## src/rtl/fft_level_sequencer_if.sv

```systemverilog
// Handshake bundle between the FFT level sequencer and the address generator / frame controller.
// The sequencer side uses the master modport; the environment side uses slave.
interface fft_level_sequencer_if #(
    parameter int FFT_SIZE = 4096
);
    localparam int LEVELS  = $clog2(FFT_SIZE);
    localparam int LEVEL_W = (LEVELS > 1) ? $clog2(LEVELS) : 1;

    logic               fft_start;
    logic               fft_busy;
    logic               fft_done;
    logic               fft_error;
    logic               addr_gen_go;
    logic               addr_gen_busy;
    logic               fft_data_valid;
    logic [LEVEL_W-1:0] fft_level;
    logic               bank_sel;
    logic               level_done;

    modport master (
        input  fft_start, addr_gen_busy, fft_data_valid,
        output fft_busy, fft_done, fft_error, addr_gen_go, fft_level, bank_sel, level_done
    );

    modport slave (
        output fft_start, addr_gen_busy, fft_data_valid,
        input  fft_busy, fft_done, fft_error, addr_gen_go, fft_level, bank_sel, level_done
    );
endinterface

```

## src/rtl/fft_level_sequencer.sv

```systemverilog
// Launches the FFT address generator once per radix-2 level, waits for the butterfly
// pipeline to drain between levels, and reports frame done / generator-unresponsive error.
module fft_level_sequencer #(
    parameter int FFT_SIZE     = 4096,
    parameter int LEVELS       = $clog2(FFT_SIZE),
    parameter int BFLY_LATENCY = 7
) (
    input  logic                         clk,
    input  logic                         reset,
    fft_level_sequencer_if.master        bus
);
    localparam int LEVEL_W = (LEVELS > 1) ? $clog2(LEVELS) : 1;
    localparam int CNT_W   = $clog2(BFLY_LATENCY + 1);
    localparam logic [LEVEL_W-1:0] LAST_LEVEL = LEVEL_W'(LEVELS - 1);
    localparam logic [CNT_W-1:0]   CNT_MAX    = CNT_W'(BFLY_LATENCY);
    localparam logic [CNT_W-1:0]   CNT_EXIT   = CNT_W'(BFLY_LATENCY - 1);

    typedef enum logic [2:0] {
        S_IDLE   = 3'd0,
        S_LAUNCH = 3'd1,
        S_ARM    = 3'd2,
        S_RUN    = 3'd3,
        S_DRAIN  = 3'd4,
        S_NEXT   = 3'd5,
        S_DONE   = 3'd6,
        S_ERROR  = 3'd7
    } state_t;

    state_t             state_r;
    state_t             state_s;
    logic [LEVEL_W-1:0] level_r;
    logic               bank_r;
    logic [CNT_W-1:0]   drain_cnt_r;
    logic               busy_r;
    logic               done_r;
    logic               error_r;
    logic               go_r;
    logic               level_done_r;

    // Next-state decode.
    always_comb begin
        state_s = state_r;
        case (state_r)
            S_IDLE: begin
                if (bus.fft_start) state_s = S_LAUNCH;
                else               state_s = S_IDLE;
            end
            S_LAUNCH: state_s = S_ARM;
            S_ARM: begin
                if (bus.addr_gen_busy) state_s = S_RUN;
                else                   state_s = S_ERROR;
            end
            S_RUN: begin
                if (bus.addr_gen_busy) state_s = S_RUN;
                else                   state_s = S_DRAIN;
            end
            S_DRAIN: begin
                // Wait for both the latency floor and the last write-back beat.
                if (!bus.fft_data_valid && (drain_cnt_r >= CNT_EXIT)) state_s = S_NEXT;
                else                                                  state_s = S_DRAIN;
            end
            S_NEXT: begin
                if (level_r == LAST_LEVEL) state_s = S_DONE;
                else                       state_s = S_LAUNCH;
            end
            S_DONE: state_s = S_IDLE;
            S_ERROR: begin
                if (bus.fft_start) state_s = S_LAUNCH;
                else               state_s = S_ERROR;
            end
            default: state_s = S_IDLE;
        endcase
    end

    // State register plus outputs registered from the next-state decode.
    always_ff @(posedge clk) begin
        if (reset) begin
            state_r      <= S_IDLE;
            busy_r       <= 1'b0;
            done_r       <= 1'b0;
            error_r      <= 1'b0;
            go_r         <= 1'b0;
            level_done_r <= 1'b0;
        end else begin
            state_r      <= state_s;
            busy_r       <= (state_s inside {S_LAUNCH, S_ARM, S_RUN, S_DRAIN, S_NEXT, S_DONE});
            done_r       <= (state_s == S_DONE);
            error_r      <= (state_s == S_ERROR);
            go_r         <= (state_s == S_LAUNCH);
            level_done_r <= (state_s == S_NEXT);
        end
    end

    // Level index, ping-pong bank and drain counter.
    always_ff @(posedge clk) begin
        if (reset) begin
            level_r     <= {LEVEL_W{1'b0}};
            bank_r      <= 1'b0;
            drain_cnt_r <= {CNT_W{1'b0}};
        end else begin
            if (((state_r == S_IDLE) || (state_r == S_ERROR)) && bus.fft_start) begin
                level_r <= {LEVEL_W{1'b0}};
                bank_r  <= 1'b0;
            end else if ((state_r == S_NEXT) && (level_r != LAST_LEVEL)) begin
                level_r <= level_r + LEVEL_W'(1);
                bank_r  <= ~bank_r;
            end
            if (state_r == S_RUN) begin
                drain_cnt_r <= {CNT_W{1'b0}};
            end else if ((state_r == S_DRAIN) && (drain_cnt_r < CNT_MAX)) begin
                drain_cnt_r <= drain_cnt_r + CNT_W'(1);
            end
        end
    end

    assign bus.fft_busy    = busy_r;
    assign bus.fft_done    = done_r;
    assign bus.fft_error   = error_r;
    assign bus.addr_gen_go = go_r;
    assign bus.fft_level   = level_r;
    assign bus.bank_sel    = bank_r;
    assign bus.level_done  = level_done_r;
endmodule

```

## src/flat_wrapper.sv

```systemverilog
// flat-port wrapper written by rule: the top's interface ports become plain ports
module fft_level_sequencer_flat 
#(
    parameter int FFT_SIZE     = 4096,
    parameter int LEVELS       = $clog2(FFT_SIZE),
    parameter int BFLY_LATENCY = 7
)
  (clk, reset, bus_fft_start, bus_addr_gen_busy, bus_fft_data_valid, bus_fft_busy, bus_fft_done, bus_fft_error, bus_addr_gen_go, bus_fft_level, bus_bank_sel, bus_level_done);
  fft_level_sequencer_if #(.FFT_SIZE(FFT_SIZE)) bus_i ();
  input  logic clk;
  input  logic reset;
  input wire logic [$bits(bus_i.fft_start)-1:0] bus_fft_start;
  input wire logic [$bits(bus_i.addr_gen_busy)-1:0] bus_addr_gen_busy;
  input wire logic [$bits(bus_i.fft_data_valid)-1:0] bus_fft_data_valid;
  output wire logic [$bits(bus_i.fft_busy)-1:0] bus_fft_busy;
  output wire logic [$bits(bus_i.fft_done)-1:0] bus_fft_done;
  output wire logic [$bits(bus_i.fft_error)-1:0] bus_fft_error;
  output wire logic [$bits(bus_i.addr_gen_go)-1:0] bus_addr_gen_go;
  output wire logic [$bits(bus_i.fft_level)-1:0] bus_fft_level;
  output wire logic [$bits(bus_i.bank_sel)-1:0] bus_bank_sel;
  output wire logic [$bits(bus_i.level_done)-1:0] bus_level_done;
  assign bus_i.fft_start = bus_fft_start;
  assign bus_i.addr_gen_busy = bus_addr_gen_busy;
  assign bus_i.fft_data_valid = bus_fft_data_valid;
  assign bus_fft_busy = bus_i.fft_busy;
  assign bus_fft_done = bus_i.fft_done;
  assign bus_fft_error = bus_i.fft_error;
  assign bus_addr_gen_go = bus_i.addr_gen_go;
  assign bus_fft_level = bus_i.fft_level;
  assign bus_bank_sel = bus_i.bank_sel;
  assign bus_level_done = bus_i.level_done;
  fft_level_sequencer #(.FFT_SIZE(FFT_SIZE), .LEVELS(LEVELS), .BFLY_LATENCY(BFLY_LATENCY)) u_core (.clk(clk), .reset(reset), .bus(bus_i));
endmodule
```

## config.mk

```make
export PLATFORM = sky130hd
export DESIGN_NAME = fft_level_sequencer_flat
export DESIGN_NICKNAME = d
export VERILOG_FILES = /design/src/rtl/fft_level_sequencer_if.sv /design/src/rtl/fft_level_sequencer.sv /design/src/flat_wrapper.sv
export SDC_FILE = /design/constraint.sdc
export NUM_CORES = 1
export LEC_CHECK = 0
export CORE_MARGIN = 3
export CORE_UTILIZATION = 52
export CTS_BUF_LIST = sky130_fd_sc_hd__clkbuf_4 sky130_fd_sc_hd__clkbuf_8
export DETAILED_ROUTE_END_ITERATION = 10
export PLACE_DENSITY = 0.8
export SLEW_MARGIN = 40
export SYNTH_ARGS = -nofsm -noshare
export SYNTH_HDL_FRONTEND = slang
export SYNTH_SLANG_ARGS = --single-unit
```

## constraint.sdc

```tcl
create_clock -name clk -period 1.95 [get_ports clk]
set_clock_uncertainty 0.05 [all_clocks]
set_input_delay 0.2925 -clock clk [delete_from_list [all_inputs] [get_ports clk]]
set_output_delay 0.2925 -clock clk [all_outputs]
set_load 0.01 [all_outputs]
```

Word-level counts from Yosys, hierarchy flattened
Index checks and enable logic that the tools add are counted.
Cells by class
  add/sub/neg operators: 2
  magnitude comparators: 2
  equal/unequal tests: 16
  multiplexer cells: 7
  bitwise gates (word level): 1
  reductions and logical operators: 10
Operator list (number)
  == test 3 bit (second input constant): 8
  case mux 3 bit (8 select lines): 1
  == test 3 x 2 -> 1 bit (second input constant): 4
  2-to-1 mux 3 bit: 4
  == test 3 x 1 -> 1 bit (second input constant): 2
  nonzero test 6 bit: 1
  adder 4 x 1 -> 4 bit (second input constant): 1
  == test 4 bit (second input constant): 1
  logical AND 1 bit: 4
  inequality test 4 bit (second input constant): 1
  OR reduction 2 bit: 2
  adder 3 x 1 -> 3 bit (second input constant): 1
  greater-or-equal comparator 3 bit (second input constant): 1
  zero test 3 bit: 1
  less-than comparator 3 bit (second input constant): 1
  2-to-1 mux 1 bit: 2
  zero test 1 bit: 1
  logical OR 1 bit: 1
  inverter 1 bit: 1
Storage, ports and cells
  bits in registers: 16
  output and inout port bits: 10
  word-level logic and storage cells: 47

Longest topological paths before layout
Gate-level depths: netlist (run 1).
  word-level depth: 6
  depth in mapped cells: 6
  mapped depth without buffers: 5

Worst setup path before layout (run 1)
No wires, ideal clock.
  path type: register to register
  from: reg u_core.level_r[0] (netlist: u_core.bus.fft_level[0])
  to: reg u_core.busy_r (netlist: u_core.bus.fft_busy)
  setup time: 132 ps
  data arrival time: 1356 ps
  setup slack: 412 ps
  cell stages (with the launch flop): 7
  cells stage by stage: dfxtp_1 ha_1 nand3b_1 and2_1 buf_2 a221oi_4 a21oi_1
Between the ends
  longest elaborated chain between the ends: 5
  elaborated cells between the ends (all ways): 10
Ends and longest elaborated chain
  start, declared: line fft_level_sequencer.sv:31  | logic [LEVEL_W-1:0] level_r;
  start signal, assigned: line fft_level_sequencer.sv:97  | level_r <= {LEVEL_W{1'b0}};
  start signal, assigned: line fft_level_sequencer.sv:102  | level_r <= {LEVEL_W{1'b0}};
  start signal, assigned: line fft_level_sequencer.sv:105  | level_r <= level_r + LEVEL_W'(1);
  == test 4 bit (*): line fft_level_sequencer.sv:63  | if (level_r == LAST_LEVEL) state_s = S_DONE;
  2-to-1 mux 3 bit (*): line fft_level_sequencer.sv:63
  case mux 3 bit (8 select lines) (*): line fft_level_sequencer.sv:43  | case (state_r)
  == test 3 x 1 -> 1 bit (tied with other cells): line fft_level_sequencer.sv:86  | busy_r <= (state_s inside {S_LAUNCH, S_ARM, S_RUN, S_DRAIN, S_NEXT, S_DONE});
  nonzero test 6 bit (*): line fft_level_sequencer.sv:86
  end signal, assigned: line fft_level_sequencer.sv:86
  end, declared: line fft_level_sequencer.sv:34  | logic busy_r;
Every way passes the cells marked *; elsewhere a longest branch is shown, timed or not.
A chain may end at the register's enable or synchronous reset.

Worst setup path in the final report (run 1)
  from: reg u_core.level_r[0] (netlist: u_core.bus.fft_level[0])
  to: reg u_core.done_r (netlist: u_core.bus.fft_done)
Between the ends
  longest elaborated chain between the ends: 4
Ends and longest elaborated chain
  == test 4 bit: line fft_level_sequencer.sv:63
  2-to-1 mux 3 bit: line fft_level_sequencer.sv:63
  case mux 3 bit (8 select lines): line fft_level_sequencer.sv:43
  == test 3 bit: line fft_level_sequencer.sv:87  | done_r <= (state_s == S_DONE);
  end signal, assigned: line fft_level_sequencer.sv:87
  end, declared: line fft_level_sequencer.sv:35  | logic done_r;
No other way between the ends.

==> impl_metrics.env, run 1 <==
export IMPL_hp_start="u_core.drain_cnt_r[2]$_SDFFE_PP0P_"
export IMPL_synth_edf_count=0
export IMPL_core_area_mm2=0.00135
export IMPL_power_switching_uw=220
export IMPL_vias_per_cell=5.73
export IMPL_async_flop_share_pct=0
export IMPL_hold_depth=1
export IMPL_finalCritPeriodShare_pct=83.2
export IMPL_postSynthNetCount=96
export IMPL_fillCellCount=118
export IMPL_maxCapViolations=0
export IMPL_required_ps=2140
export IMPL_synthTopCellsByCount="16 x dfxtp_1, 13 x nor2_1, 8 x nand2_1, 7 x a21oi_1"
export IMPL_cts_resized_gates=0
export IMPL_rsz0062_at_grt="no"
export IMPL_route_vias_total=699
export IMPL_pre_cts_ws_ps=201
export IMPL_track_usage_pct=17.4
export IMPL_synth_ff_type="dfxtp_1"
export IMPL_report_final_slew_viol_count=0
export IMPL_wl_per_cell_um=12.4
export IMPL_grt_pass1_vias=658
export IMPL_clk_latency_ps=290
export IMPL_n_antenna_cell=0
export IMPL_max_freq_ghz=0.617
export IMPL_io_pins=15
export IMPL_io_buffers=14
export IMPL_synthXorXnorAreaFrac_pct=4.52
export IMPL_grt_antenna_before_repair=0
export IMPL_drc_errors=0
export IMPL_die_w_um=44.6
export IMPL_finalCriticalPeriod_ps=1620
export IMPL_final_core_util_pct=72.8
export IMPL_yosysWarnings=0
export IMPL_synth_mux_area_fraction_pct=1.29
export IMPL_status="finished clean"
export IMPL_synth_seq_cells=16
export IMPL_p_seq_share_pct=46.6
export IMPL_r2r_end="u_core.bus.fft_done$_SDFF_PP0_"
export IMPL_r2r_slack_ps=330
export IMPL_synth_compound_area_share_pct=16.6
export IMPL_routed_wl_mm=1.51
export IMPL_initial_core_util_pct=57.5
export IMPL_sw_frac_of_total_pct=28.4
export IMPL_crit_fanout=6
export IMPL_drive_gt1_share_pct=9.35
export IMPL_place_gp_congestion=0.788
export IMPL_finalHoldViolCount=0
export IMPL_synth_fa_ha_area_share_pct=3.23
export IMPL_reg2reg_depth=5
export IMPL_worst_slack_ps=328
export IMPL_power_leakage_uw=0.000376
export IMPL_synth_simple_area_share_pct=30.6
export IMPL_p_int_uw=552
export IMPL_timing_rr_start="u_core.bus.fft_level[0]$_SDFFE_PP0P_"
export IMPL_core_rowCount=13
export IMPL_hold_path_class="reg2reg"
export IMPL_cts_root_buffer="clkbuf_4"
export IMPL_synth_top_area_share_pct=41.3
export IMPL_timing_slew_headroom_pct=75.2
export IMPL_worstSetupEndpointType="register"
export IMPL_critPathKind="reg2reg"
export IMPL_synth_cell_types=31
export IMPL_clockPowerShare_pct=29.1
export IMPL_grt_pass1_wl_mm=2.63
export IMPL_htreeDepth=1
export IMPL_synth_area_leaders="dfxtp_1 41%, nor2_1 6.3%, a21oi_1 4.5%"
export IMPL_drt_iter0_drc=17
export IMPL_grt_start_max_net_pins=14
export IMPL_yosysMostFrequentCell="dfxtp_1"
export IMPL_multi_input_area_um2=437
export IMPL_syn_area_um2=776
export IMPL_postSynthAreaPerCell_um2=8.72
export IMPL_tns_ps=0
export IMPL_clockBufferDepth=2
export IMPL_min_to="u_core.drain_cnt_r[2]$_SDFFE_PP0P_"
export IMPL_power_density_mw_per_mm2=786
export IMPL_numCtsBuffers=3
export IMPL_start_kind="register"
export IMPL_cts_sinks=16
export IMPL_tightest_slew_ps=369
export IMPL_dr_pass1_iters=4
export IMPL_yosysSeqAreaShare_pct=41.3
export IMPL_area_growth_syn_to_layout_pct=26.6
export IMPL_cp_arrival_ps=1810
export IMPL_dp_hpwl_mm=1.12
export IMPL_seqCellArea_um2=320
export IMPL_die_area_mm2=0.00199
export IMPL_power_frac_comb_pct=24.3
export IMPL_setup_viol=0
export IMPL_clk_pin_slew_worst_paths_ps=100
export IMPL_synthCells=89
export IMPL_synth_top_family_by_area="simple AND/OR/NAND/NOR gates"
export IMPL_grt_ovfl_total=0
export IMPL_die_h_um=44.6
export IMPL_ir_drop_mv=0.547
export IMPL_hold_buffers=0
export IMPL_yosys_area_top_type="dfxtp_1"
export IMPL_ant_nets=0
export IMPL_fin_nets=115
export IMPL_post_cts_buffers=0
export IMPL_cts_tree="yes"
==> how the worst max path moves through the flow <==
stage | depth (start not counted) | to | slack (ps) | from
6_report | 5 | u_core.bus.fft_done$_SDFF_PP0_ | 330 | u_core.bus.fft_level[0]$_SDFFE_PP0P_
5_1_grt | 5 | u_core.bus.fft_busy$_SDFF_PP0_ | 180 | u_core.bus.fft_level[0]$_SDFFE_PP0P_
4_1_cts | 5 | u_core.bus.fft_done$_SDFF_PP0_ | 310 | u_core.bus.fft_level[0]$_SDFFE_PP0P_
3_5_place_dp | 5 | u_core.bus.addr_gen_go$_SDFF_PP0_ | 200 | bus_fft_start
3_3_place_gp | 5 | u_core.bus.addr_gen_go$_SDFF_PP0_ | 230 | bus_fft_start
2_1_floorplan | 6 | u_core.bus.fft_busy$_SDFF_PP0_ | 410 | u_core.bus.fft_level[0]$_SDFFE_PP0P_
==> cells by family (layout without fill, tap and decap cells) <==
group           after synthesis  in the layout
flops                        16             16
buf+inv                       4             22
xor+xnor                      4              4
compound gates               18             18
mux                           1              1
fa+ha+maj                     2              2
simple gates                 44             44
==> registers in the layout, indices dropped and copies added, names as in the netlist <==
| signal | count |
|---|---|
| u_core.bus.addr_gen_go | 1 |
| u_core.bus.bank_sel | 1 |
| u_core.bus.fft_busy | 1 |
| u_core.bus.fft_done | 1 |
| u_core.bus.fft_error | 1 |
| u_core.bus.fft_level | 4 |
| u_core.bus.level_done | 1 |
| u_core.drain_cnt_r | 3 |
| u_core.state_r | 3 |
==> metal layers <==
layer | track usage [%] | wire length [um]
met1 | 22.3 | 660
met4 | 7.23 | 13
met2 | 28.9 | 752
met5 | 0 | 0
met3 | 2.44 | 84
==> power by group through the flow <==
stage	Sequential [uW]	Clock (uW)	Combinational [uW]
after detailed placement	368	0	187
after floorplan	375	0	114
after CTS	360	226	188
after global placement	367	0	185
final	360	225	188
after global routing	363	243	208
==> through the flow <==
stage	hold WS [ps]	power [uW]	std cells	instance area (um^2)
5_1_grt	487	814	122	982
4_1_cts	456	774	122	982
3_5_place_dp	439	555	118	946
3_3_place_gp	432	552	118	946
2_1_floorplan	314	489	89	776
6_report	452	772	122	982
==> worst max-delay path: stages, from the launching register on <==
cell and delay [ps]:
dfxtp_1 410, ha_1 210, nand3b_1 150, and2_1 260
a221oi_4 310, and2_1 180
==> layout by cell type, fill, tap and decap left out, types with 2 or more instances in the layout <==
| master | instances |
|---|---|
| o21ai_0 | 4 |
| ha_1 | 2 |
| nand2b_1 | 3 |
| nor2_1 | 13 |
| and2_1 | 2 |
| xnor2_1 | 2 |
| and3b_1 | 3 |
| clkdlybuf4s50_1 | 14 |
| and3_1 | 2 |
| nor2b_1 | 2 |
| nor3_1 | 4 |
| xor2_1 | 2 |
| clkbuf_4 | 3 |
| dfxtp_1 | 16 |
| buf_4 | 4 |
| a21oi_1 | 7 |
| nand2_1 | 8 |
==> area by class of cell <==
cell class | count | share of cell area [%]
Sequential cell | 16 | 32.6
Clock buffer | 4 | 3.69
Multi-Input combinational cell | 69 | 44.5
Tap cell | 15 | 1.91
Timing Repair Buffer | 18 | 17.3
Note: power is estimated with default switching activity, not from simulation.
==> inputs of run 2 (changes only) <==
Clock period 1.95 ns to 1.7 ns, I/O delays scaled along.
==> run 2 against run 1 <==
  * Via count is 0.43% higher
  * Sequential cell count unchanged
  * Die area unchanged
  * Core utilization increased by 1.8 points
  * Final cell count rose by 2.5%
  * Largest power group unchanged
==> impl_metrics.env, run 2 (same netlist as run 1, synthesis figures left out) <==
export IMPL_die_h_um=44.6
export IMPL_reg2reg_depth=4
export IMPL_cts_sinks=16
export IMPL_crit_buf_inv=2
export IMPL_grt_pass1_wl_mm=2.57
export IMPL_power_leakage_uw=0.000391
export IMPL_setup_viol=0
export IMPL_cp_arrival_ps=1300
export IMPL_design_area_mm2=0.00101
export IMPL_start_kind="register"
export IMPL_crit_path_top_delay_cell="clkdlybuf4s50_1"
export IMPL_ir_drop_mv=0.609
export IMPL_hp_start="u_core.drain_cnt_r[2]$_SDFFE_PP0P_"
export IMPL_worstSetupEndpointType="output port"
export IMPL_r2r_end="u_core.bus.level_done$_SDFF_PP0_"
export IMPL_fin_nets=118
export IMPL_grt_start_max_net_pins=15
export IMPL_n_antenna_cell=0
export IMPL_finalCriticalPeriod_ps=1600
export IMPL_mostFrequentLayoutCell="dfxtp_1"
export IMPL_finalCritPeriodShare_pct=94.1
export IMPL_largest_register_ffs=4
export IMPL_mostFrequentLayoutCells="15 x dfxtp_1, 14 x clkdlybuf4s50_1, 13 x nor2_1"
export IMPL_power_density_mw_per_mm2=870
export IMPL_cts_root_buffer="clkbuf_4"
export IMPL_critPathKind="reg2out"
export IMPL_place_gp_congestion=0.811
export IMPL_initial_core_util_pct=57.5
export IMPL_clk_pin_slew_worst_paths_ps=90
export IMPL_drc_errors=0
export IMPL_io_buffers=14
export IMPL_core_area_mm2=0.00135
export IMPL_max_freq_ghz=0.625
export IMPL_critPathTopFamily="buffers and inverters"
export IMPL_cts_tree="yes"
export IMPL_grt_antenna_before_repair=0
export IMPL_post_cts_buffers=0
export IMPL_hold_buffers=0
export IMPL_numCtsBuffers=3
export IMPL_maxCapViolations=0
export IMPL_slowest_delay_ps=530
export IMPL_hold_depth=1
export IMPL_dr_pass1_iters=4
export IMPL_holdWs_ps=457
export IMPL_route_vias_total=702
export IMPL_min_to="u_core.drain_cnt_r[2]$_SDFFE_PP0P_"
export IMPL_drive_gt1_share_pct=12.7
export IMPL_hold_path_class="reg2reg"
export IMPL_rsz0062_at_grt="no"
export IMPL_routed_wl_mm=1.48
export IMPL_ant_nets=0
export IMPL_drt_iter0_drc=23
export IMPL_critPathLaunch="u_core.bus.fft_level[0]$_SDFFE_PP0P_"
export IMPL_clk_latency_ps=280
export IMPL_htreeDepth=1
export IMPL_timing_rr_start="u_core.state_r[2]$_SDFF_PP0_"
export IMPL_pre_cts_ws_ps=35.8
export IMPL_track_usage_pct=17.4
export IMPL_area_growth_syn_to_layout_pct=29.7
export IMPL_io_pins=15
export IMPL_required_ps=1390
export IMPL_dp_hpwl_mm=1.17
export IMPL_grt_pass1_vias=620
export IMPL_vias_per_cell=5.62
export IMPL_report_final_slew_viol_count=0
export IMPL_crit_fanout=3
export IMPL_crit_chain="buf_4 -> clkdlybuf4s50_1"
export IMPL_placed_area_um2=968
export IMPL_die_area_mm2=0.00199
export IMPL_wl_per_cell_um=11.8
export IMPL_status="finished clean"
export IMPL_core_rowCount=13
export IMPL_tightest_slew_ps=353
export IMPL_grt_ovfl_total=0
export IMPL_clockBufferDepth=2
export IMPL_tns_ps=0
export IMPL_finalHoldViolCount=0
export IMPL_die_w_um=44.6
export IMPL_timing_slew_headroom_pct=76.3
export IMPL_r2r_slack_ps=180
export IMPL_worst_slack_ps=99.9
run 2: worst max path at each step:
stage | endpoint | slack (ps) | cells past startpoint
6_report | bus_fft_level[0] | 100 | 2
3_5_place_dp | u_core.bus.addr_gen_go$_SDFF_PP0_ | 40 | 5
3_3_place_gp | u_core.bus.level_done$_SDFF_PP0_ | 50 | 4
2_1_floorplan | u_core.bus.fft_busy$_SDFF_PP0_ | 160 | 6
4_1_cts | u_core.bus.level_done$_SDFF_PP0_ | 30 | 4
5_1_grt | u_core.bus.level_done$_SDFF_PP0_ | 3 | 4
run 2: what timing repair did:
item                                    4_1_cts  5_1_grt
endpoints found under the hold margin         0        0
resized for setup                             0        1
endpoints found under the setup margin        0        2
run 2: metrics by stage:
stage	utilization [%]	total power, uW	std cells
2_1_floorplan	-	560	89
3_3_place_gp	71.7	631	121
3_5_place_dp	71.7	636	121
4_1_cts	74.4	882	125
5_1_grt	74.5	931	125
6_report	74.5	875	125
run 2: metal layers:
layer  up-vias  global-route usage (%)  share of wire, %
met5         -                       0                 0
met4         0                    9.04               1.8
met3         4                    2.44               3.7
met2        16                    27.5                47
met1       323                    22.7                47
li1        359                       -                 -
run 2: area by class of cell:
type | count | area [um^2]
well taps | 15 | 18.8
clock buffers | 4 | 36.3
fillers | 108 | 344
flip-flops and latches | 16 | 322
repair buffers | 21 | 193
multi-input cells | 69 | 437
run 2: power by group:
group | internal, uW | switching, uW | total [uW] | leakage, uW
Clock | 130 | 118 | 248 | 0.0000210
Sequential | 401 | 21.6 | 422 | 0.000131
Combinational | 103 | 102 | 205 | 0.000240
run 2: worst register-to-register path: cells and delay by family, from the launching register on:
family,cells,cell delay (ps)
simple gates,3,820
flops,1,460
compound gates,1,90
==> inputs of run 3 (changes only) <==
Settings changed: CORE_UTILIZATION 52 to 55, PLACE_DENSITY 0.8 to 0.84.
Clock period 1.7 ns to 1.9 ns, I/O delays scaled along.
==> run 3 against run 2 <==
  * Non-clock buffer count decreased by 3
  * Final cell count decreased by 3.2%
  * Die area fell by 4.7%
  * Sequential cell count is the same
  * Global-route usage up 1.2 points
  * First-iteration DRC count did not move
  * Critical path type is now reg2reg
  * Largest power group unchanged
  * Highest routed layer unchanged
==> impl_metrics.env, run 3 (same netlist as run 1, synthesis figures left out) <==
export IMPL_status="finished clean"
export IMPL_power_switching_uw=219
export IMPL_routed_wl_mm=1.50
export IMPL_report_final_slew_viol_count=0
export IMPL_p_int_uw=567
export IMPL_core_area_mm2=0.00122
export IMPL_tns_ps=0
export IMPL_hold_path_class="reg2reg"
export IMPL_drt_iter0_drc=23
export IMPL_max_freq_ghz=0.602
export IMPL_critPathKind="reg2reg"
export IMPL_place_gp_congestion=0.808
export IMPL_finalHoldViolCount=0
export IMPL_cts_sinks=16
export IMPL_fin_nets=115
export IMPL_hp_start="u_core.drain_cnt_r[2]$_SDFFE_PP0P_"
export IMPL_n_antenna_cell=0
export IMPL_reg2reg_depth=5
export IMPL_cp_arrival_ps=1770
export IMPL_route_vias_total=690
export IMPL_timing_rr_start="u_core.bus.fft_level[0]$_SDFFE_PP0P_"
export IMPL_finalCriticalPeriod_ps=1660
export IMPL_grt_ovfl_total=0
export IMPL_clk_pin_slew_worst_paths_ps=90
export IMPL_cts_resized_gates=0
export IMPL_power_density_mw_per_mm2=801
export IMPL_cts_tree="yes"
export IMPL_design_area_um2=981
export IMPL_pre_cts_ws_ps=75.0
export IMPL_numCtsBuffers=3
export IMPL_r2r_slack_ps=240
export IMPL_clockBufferDepth=2
export IMPL_crit_fanout=6
export IMPL_r2r_end="u_core.bus.addr_gen_go$_SDFF_PP0_"
export IMPL_hold_depth=1
export IMPL_timing_slew_headroom_pct=74.5
export IMPL_wl_per_cell_um=12.4
export IMPL_htreeDepth=1
export IMPL_drive_gt1_share_pct=9.35
export IMPL_rsz0062_at_grt="no"
export IMPL_grt_pass1_wl_mm=2.77
export IMPL_die_area_mm2=0.00190
export IMPL_worst_slack_ps=239
export IMPL_area_growth_syn_to_layout_pct=26.5
export IMPL_initial_core_util_pct=63.8
export IMPL_tightest_slew_ps=379
export IMPL_dp_hpwl_mm=1.12
export IMPL_placed_area_um2=945
export IMPL_finalCritPeriodShare_pct=87.4
export IMPL_ant_nets=0
export IMPL_core_rowCount=12
export IMPL_clk_latency_ps=280
export IMPL_mostFrequentLayoutCell="dfxtp_1"
export IMPL_cts_root_buffer="clkbuf_4"
export IMPL_required_ps=2010
export IMPL_post_cts_buffers=0
export IMPL_holdWs_ps=450
export IMPL_setup_viol=0
export IMPL_p_seq_share_pct=46.8
export IMPL_power_frac_comb_pct=25.0
export IMPL_io_buffers=14
export IMPL_min_to="u_core.drain_cnt_r[2]$_SDFFE_PP0P_"
export IMPL_maxCapViolations=0
export IMPL_clockPowerShare_pct=28.2
export IMPL_worstSetupEndpointType="register"
export IMPL_power_uw=786
export IMPL_grt_pass1_vias=657
export IMPL_track_usage_pct=18.6
export IMPL_vias_per_cell=5.70
export IMPL_dr_pass1_iters=4
export IMPL_grt_start_max_net_pins=14
export IMPL_grt_antenna_before_repair=0
export IMPL_io_pins=15
export IMPL_largest_register_ffs=4
export IMPL_ir_drop_mv=0.623
export IMPL_sw_frac_of_total_pct=27.9
export IMPL_die_h_um=43.6
export IMPL_start_kind="register"
export IMPL_hold_buffers=0
export IMPL_die_w_um=43.6
export IMPL_drc_errors=0
export IMPL_power_leakage_uw=0.000376
export IMPL_mostFrequentLayoutCells="16 x dfxtp_1, 14 x clkdlybuf4s50_1, 13 x nor2_1"
==> run 3: cell types whose count changed in the layout (fill, tap and decap cells not counted) <==
cell / delta
dfxtp_1: +1
buf_4: -3
dfxtp_2: -1
==> run 3: power by group through the flow <==
stage               Sequential, uW  Clock [uW]  Combinational, uW
CTS                            369         229                194
finish                         368         222                196
detailed placement             377           0                192
global placement               376           0                190
floorplan                      385           0                117
global route                   371         239                219
==> run 3: area by class of cell <==
| class | count | area [um^2] |
|---|---|---|
| well taps | 14 | 17.5 |
| fillers | 88 | 235 |
| clock buffers | 4 | 36.3 |
| flip-flops and latches | 16 | 320 |
| multi-input cells | 69 | 437 |
| repair buffers | 18 | 170 |
==> run 3: per-layer routing <==
layer  share of wire (%)  GRT usage (%)  vias up  routed length (um)
li1                    -              -      351                   -
met1                  45           24.6      316                 677
met2                  48           31.4       21                 722
met3                 5.8           2.49        2                  87
met4                0.54           5.42        0                   8
met5                   0              0        -                   0
==> run 3: worst max-delay path by stage <==
stage / startpoint / cells past startpoint / end
6_report: u_core.bus.fft_level[0]$_SDFFE_PP0P_ / 5 / u_core.bus.addr_gen_go$_SDFF_PP0_
5_1_grt: u_core.bus.fft_level[0]$_SDFFE_PP0P_ / 5 / u_core.bus.addr_gen_go$_SDFF_PP0_
4_1_cts: u_core.bus.fft_level[0]$_SDFFE_PP0P_ / 5 / u_core.bus.level_done$_SDFF_PP0_
3_5_place_dp: bus_fft_start / 5 / u_core.bus.addr_gen_go$_SDFF_PP0_
3_3_place_gp: bus_fft_start / 5 / u_core.bus.addr_gen_go$_SDFF_PP0_
2_1_floorplan: u_core.bus.fft_level[0]$_SDFFE_PP0P_ / 6 / u_core.bus.fft_busy$_SDFF_PP0_
==> run 3: worst max-delay path: stages, from the launching register on <==
cell and delay [ps]:
dfxtp_1 410, ha_1 210, nand3b_1 150, and2_1 260, a221oi_4 330, nor4bb_1 120
==> run 3: metrics by stage <==
step                util [%]  instances
floorplan                  -         89
global placement        77.7        117
detailed placement      77.7        117
CTS                     80.7        121
global route            80.7        121
finish                  80.7        121
